File: config.mk
export PLATFORM = sky130hd
export DESIGN_NAME = regfile_xfer
export DESIGN_NICKNAME = d
export VERILOG_FILES = /design/src/rtl/regfile_xfer_pkg.sv /design/src/rtl/regfile_xfer.sv
export SDC_FILE = /design/constraint.sdc
export NUM_CORES = 1
export LEC_CHECK = 0
export CAP_MARGIN = 40
export CORE_ASPECT_RATIO = 1.2
export CORE_MARGIN = 2
export CORE_UTILIZATION = 35
export DETAILED_ROUTE_END_ITERATION = 8
export DONT_BUFFER_PORTS = 1
export PLACE_DENSITY = 0.6
export SYNTH_ARGS = -nofsm -noshare
export SYNTH_HDL_FRONTEND = slang
export SYNTH_SLANG_ARGS = --single-unit
File: constraint.sdc
create_clock -name clk -period 1.5 [get_ports clk]
set_input_delay 0 -clock clk [delete_from_list [all_inputs] [get_ports clk]]
set_output_delay 0 -clock clk [all_outputs]
set_load 0.01 [all_outputs]
File: src/rtl/regfile_xfer_pkg.sv
// Shared definitions for the register-file debug transfer engine.
// Latency: n/a (types and constants only).
// Backpressure: n/a.
package regfile_xfer_pkg;

  // Register file geometry, shared with the register file itself.
  localparam int RF_NREGS = 32;
  localparam int RF_AW    = 5;
  localparam int RF_DW    = 32;

  // Command opcodes carried on cmd_op.
  localparam logic OP_DUMP = 1'b0;
  localparam logic OP_LOAD = 1'b1;

  typedef enum logic [1:0] {
    ST_IDLE = 2'd0,
    ST_DUMP = 2'd1,
    ST_LOAD = 2'd2,
    ST_DONE = 2'd3
  } state_e;

endpackage

File: src/rtl/regfile_xfer.sv
// Debug engine that dumps all registers to a stream or loads them from one.
// Latency: accept->first dump word 1 cycle, 1 word/cycle; load commits on each din handshake.
// Backpressure: dump output register holds while dout_ready is low; load pulls at din_valid rate.
module regfile_xfer
  import regfile_xfer_pkg::*;
#(
  parameter int NREGS = RF_NREGS,
  parameter int AW    = RF_AW,
  parameter int DW    = RF_DW
) (
  input  logic          clk,
  input  logic          res,
  input  logic          cmd_valid,
  input  logic          cmd_op,
  output logic          cmd_ready,
  output logic          busy,
  output logic          done,
  output logic [AW-1:0] rf_readn,
  input  logic [DW-1:0] rf_read_data,
  output logic [AW-1:0] rf_writen,
  output logic [DW-1:0] rf_write_data,
  output logic          rf_write_flag,
  output logic          dout_valid,
  input  logic          dout_ready,
  output logic [DW-1:0] dout_data,
  output logic          dout_last,
  input  logic          din_valid,
  output logic          din_ready,
  input  logic [DW-1:0] din_data
);

  // Counters carry one extra bit so they can reach NREGS without wrapping.
  localparam logic [AW:0] CNT_ONE  = {{AW{1'b0}}, 1'b1};
  localparam logic [AW:0] CNT_MAX  = (AW+1)'(NREGS);
  localparam logic [AW:0] CNT_LAST = (AW+1)'(NREGS - 1);

  state_e        state_q, state_d;
  logic [AW:0]   fetch_idx_q, fetch_idx_d;
  logic [AW:0]   out_idx_q, out_idx_d;
  logic          dout_valid_q, dout_valid_d;
  logic          dout_last_q, dout_last_d;
  logic [DW-1:0] dout_data_q, dout_data_d;
  logic          cmd_ready_q, cmd_ready_d;
  logic          busy_q, busy_d;
  logic          done_q, done_d;
  logic          din_ready_q, din_ready_d;

  logic          dout_fire;
  logic          dump_load;
  logic          din_fire;

  assign dout_fire = dout_valid_q && dout_ready;
  assign dump_load = (state_q == ST_DUMP) && (fetch_idx_q < CNT_MAX) &&
                     (!dout_valid_q || dout_ready);
  // din_ready_q is high exactly while the engine sits in LOAD.
  assign din_fire  = din_ready_q && din_valid;

  // Next-state, counter and output-register computation.
  always_comb begin
    state_d      = state_q;
    fetch_idx_d  = fetch_idx_q;
    out_idx_d    = out_idx_q;
    dout_valid_d = dout_valid_q;
    dout_last_d  = dout_last_q;
    dout_data_d  = dout_data_q;
    case (state_q)
      ST_IDLE: begin
        if (cmd_valid && cmd_ready_q) begin
          state_d     = (cmd_op == OP_LOAD) ? ST_LOAD : ST_DUMP;
          fetch_idx_d = '0;
          out_idx_d   = '0;
        end
      end
      ST_DUMP: begin
        if (dump_load) begin
          dout_valid_d = 1'b1;
          dout_data_d  = rf_read_data;
          dout_last_d  = (fetch_idx_q == CNT_LAST);
          fetch_idx_d  = fetch_idx_q + CNT_ONE;
        end else if (dout_fire) begin
          dout_valid_d = 1'b0;
          dout_last_d  = 1'b0;
        end
        // Nothing is left to fetch once the last word is accepted.
        if (dout_fire && dout_last_q) begin
          state_d = ST_DONE;
        end
      end
      ST_LOAD: begin
        if (din_fire) begin
          out_idx_d = out_idx_q + CNT_ONE;
          if (out_idx_q == CNT_LAST) begin
            state_d = ST_DONE;
          end
        end
      end
      ST_DONE: begin
        state_d = ST_IDLE;
      end
      default: begin
        state_d = ST_IDLE;
      end
    endcase
    cmd_ready_d = (state_d == ST_IDLE);
    busy_d      = (state_d != ST_IDLE);
    done_d      = (state_d == ST_DONE);
    din_ready_d = (state_d == ST_LOAD);
  end

  // State, counters and registered outputs; reset aborts any transfer.
  always_ff @(posedge clk or negedge res) begin
    if (!res) begin
      state_q      <= ST_IDLE;
      fetch_idx_q  <= '0;
      out_idx_q    <= '0;
      dout_valid_q <= 1'b0;
      dout_last_q  <= 1'b0;
      dout_data_q  <= '0;
      cmd_ready_q  <= 1'b0;
      busy_q       <= 1'b0;
      done_q       <= 1'b0;
      din_ready_q  <= 1'b0;
    end else begin
      state_q      <= state_d;
      fetch_idx_q  <= fetch_idx_d;
      out_idx_q    <= out_idx_d;
      dout_valid_q <= dout_valid_d;
      dout_last_q  <= dout_last_d;
      dout_data_q  <= dout_data_d;
      cmd_ready_q  <= cmd_ready_d;
      busy_q       <= busy_d;
      done_q       <= done_d;
      din_ready_q  <= din_ready_d;
    end
  end

  assign cmd_ready  = cmd_ready_q;
  assign busy       = busy_q;
  assign done       = done_q;
  assign din_ready  = din_ready_q;
  assign dout_valid = dout_valid_q;
  assign dout_last  = dout_last_q;
  assign dout_data  = dout_data_q;

  // Register-file port: read index only while dumping, write only on a load handshake.
  assign rf_readn      = (state_q == ST_DUMP) ? fetch_idx_q[AW-1:0] : '0;
  assign rf_write_flag = din_fire;
  assign rf_writen     = din_fire ? out_idx_q[AW-1:0] : '0;
  assign rf_write_data = din_fire ? din_data : '0;

endmodule

==> qor.yml <==
outcome:
  status: "complete, no violations"
die:
  start_util: 0.364
  num_rows: 33
  fp.dieArea_um2: 7860
  fp.dieW_um: 81.3
  core-area_um2: 6900
  io_pins: 151
  die_h_um: 96.7
yosys:
  yosysTopAreaCell: "dfrtp_1"
  async_reset_ff_frac: 1.00
  syn-num-nets: 291
  synth_most_common_cell: "dfrtp_1"
  syn_area_um2: 2510
  synth_edf_count: 0
  syn-instance-count: 219
  synth-main-ff-cell: "dfrtp_1"
  synth_top_area_share: 0.519
  yosysWarnings: 0
  ys_ff_latch: 52
  yosysSeqAreaShare: 0.519
  synthTopCellsByCount: "52 x dfrtp_1, 39 x and3_1, 30 x mux2_2"
  ys_types: 37
  avgSynthCellArea_um2: 11.4
  synthTopCellsByArea: "dfrtp_1 52%, mux2_2 13%, and3_1 9.7%"
global_route:
  grt_pass1_wl_um: 9360
  grt.total_usage: 0.156
  grt_pass1_vias: 1925
  antenna_found_initial: 0
  grt_max_degree: 53
  grt_overflow: 0
critical_path:
  setup.worst_path.end: "out_idx_q[5]"
  path_delay_family: "simple AND/OR/NAND/NOR gates"
  regToRegEndpoint: "out_idx_q[5]"
  start_kind: "flop"
  critPathBufInv: 0
  ff2ff_setup_slack_ns: 0.004
  ff2ff_path_depth: 3
  end_kind: "flop"
  path_max_fanout: 5
  path_class: "flop to flop"
  crit_required_ns: 1.73
  worstPathCellList: "nand4b_1, or4_4, a21oi_2"
  crit_slowest_cell: "or4_4"
  worstPathArrival_ns: 1.72
  r2r_start: "state_q[0]"
  max_stage_delay_ns: 0.56
  startpoint: "state_q[0]"
  cp.depth: 3
timing:
  setup_viol: 0
  fin_crit_sh: 0.997
  max_freq_ghz: 0.669
  relSlewSlack: 0.786
  fin_worst_skew_ns: 0.0121
  tightest_slew_ns: 0.318
  fin_crit_ns: 1.50
  finalHoldViolCount: 0
  finalMaxSlewViolations: 0
  rsz0062_at_grt: "yes"
worst_hold_path:
  hold_path.class: "primary input to flop"
power:
  p_leak_nw: 1.48
  ir_worst_vdd_uv: 684
  combPwrFrac: 0.062
  p_int_mw: 1.88
  p_total_mw: 2.43
  seqPwrFrac: 0.616
  powerDensity_nw_per_um2: 764
  clockPowerShare: 0.321
  p_sw_uw: 548
  switching_share: 0.226
layout:
  drive_gt1_frac: 0.259
  multiInputGateArea_um2: 1140
  nFillCells: 628
  nets: 334
  final_util: 0.461
  antenna_cells: 0
  area_growth_pct: 26.7
  seqCellArea_um2: 1300
clock_network:
  htree_levels: 2
  clockBufferDepth: 2
  path_clk_slew_ns: 0.08
  insertion_delay_ns: 0.30
  cts-root-buf: "clkbuf_8"
  cts_tree: "built"
  clock-sinks: 52
  cts_made_buffers: 5
drt:
  dr_total_vias: 1890
  firstDrtPassIters: 4
  antenna_left: 0
  routed_wl_um: 5900
  drt_iter0_drc: 101
  wl_per_cell_um: 16.8
  drc_errors: 0
  viasPerCell: 5.40
placed_design:
  gp_congestion: 0.764
  dp_hpwl_um: 4130
  numPortBuffers: 0
run:
  cap_violations: 0
## cells by family (layout without fill, tap and decap cells)
kind of cell / count (synthesis) / in the layout / share of synthesized area
adders and majority gates: 2 / 2 / 0.00998
muxes: 35 / 35 / 0.156
and+or+nand+nor: 82 / 83 / 0.205
AOI/OAI and AO/OA: 26 / 26 / 0.0634
buffers and inverters: 22 / 65 / 0.0469
DFF: 52 / 52 / 0.519
## power by group through the flow
stage / logic [mW] / registers, mW / clock network [mW]
final: 0.151 / 1.50 / 0.780
after CTS: 0.149 / 1.50 / 0.808
after global placement: 0.0418 / 1.52 / 0
after detailed placement: 0.0447 / 1.52 / 0
after global routing: 0.167 / 1.50 / 0.866
after floorplan: 0.0491 / 1.51 / 0
## layer usage
layer	track usage	vias to the layer above	part of all wire
li1	-	875	-
met1	0.160	897	0.35
met2	0.276	113	0.54
met3	0.0681	5	0.098
met4	0.0469	0	0.012
met5	0	-	0
## stage by stage
stage                     setup TNS (ns)  hold WS [ns]  instance area [µm²]  std cells  setup slack, ns
after floorplan                    -2.51        -0.296                 2510        219          -0.0942
after global placement                 0        -0.295                 2650        303           0.0430
after detailed placement               0        -0.295                 2650        303           0.0330
after CTS                              0        0.0476                 3100        346           0.0169
after global routing              -0.553        0.0475                 3180        350          -0.0439
final                                  0        0.0313                 3180        350          0.00436
## layout by cell type, fill, tap and decap left out, drive strengths merged
cell         instances
nand2                8
and3                39
a31oi                1
nand4                4
or4                  2
o31ai                4
nand2b               2
a21oi                7
and2                 5
and2b                1
clkinv               1
nor2b                3
buf                 18
nand4b               2
o22ai                1
a21o                 1
nand3b               3
inv                  6
o22a                 1
nor2                 2
or3                  3
nand3                6
mux2                32
nor3                 2
mux2i                3
dfrtp               52
ha                   2
clkbuf               6
a22o                 1
dlygate4sd3         34
a22oi                1
o21ai                8
nand4bb              1
o31a                 1
## cell type report
cell class / instances / share of cell area
inverters: 5 / 0.00591
clock inverters: 2 / 0.00433
multi-input cells: 146 / 0.358
well taps: 87 / 0.0343
clock buffers: 6 / 0.0228
repair buffers: 52 / 0.165
flip-flops and latches: 52 / 0.410
## state kept, by name, summed over array words and instances, names as in the netlist
signal,count
dout_valid,1
out_idx_q,6
cmd_ready,1
done,1
dout_last,1
dout_data,32
din_ready,1
fetch_idx_q,6
state_q,2
busy,1
## repair_timing
action / in CTS / in global routing
hold buffers: 35 / 0
gates resized for setup: 0 / 14
hold endpoints to repair: 85 / 0
buffers inserted: 0 / 4
setup endpoints to repair: 0 / 41
## worst min path at each step
stage,startpoint,end,slack (ns),cells past startpoint
floorplan,res,busy,-0.30,0
global placement,res,dout_data[10],-0.29,0
detailed placement,res,dout_data[10],-0.29,0
CTS,din_valid,out_idx_q[3],0.05,3
global route,cmd_valid,out_idx_q[5],0.05,2
finish,cmd_valid,out_idx_q[3],0.03,2
No activity file was read; power rests on OpenSTA's default activity.
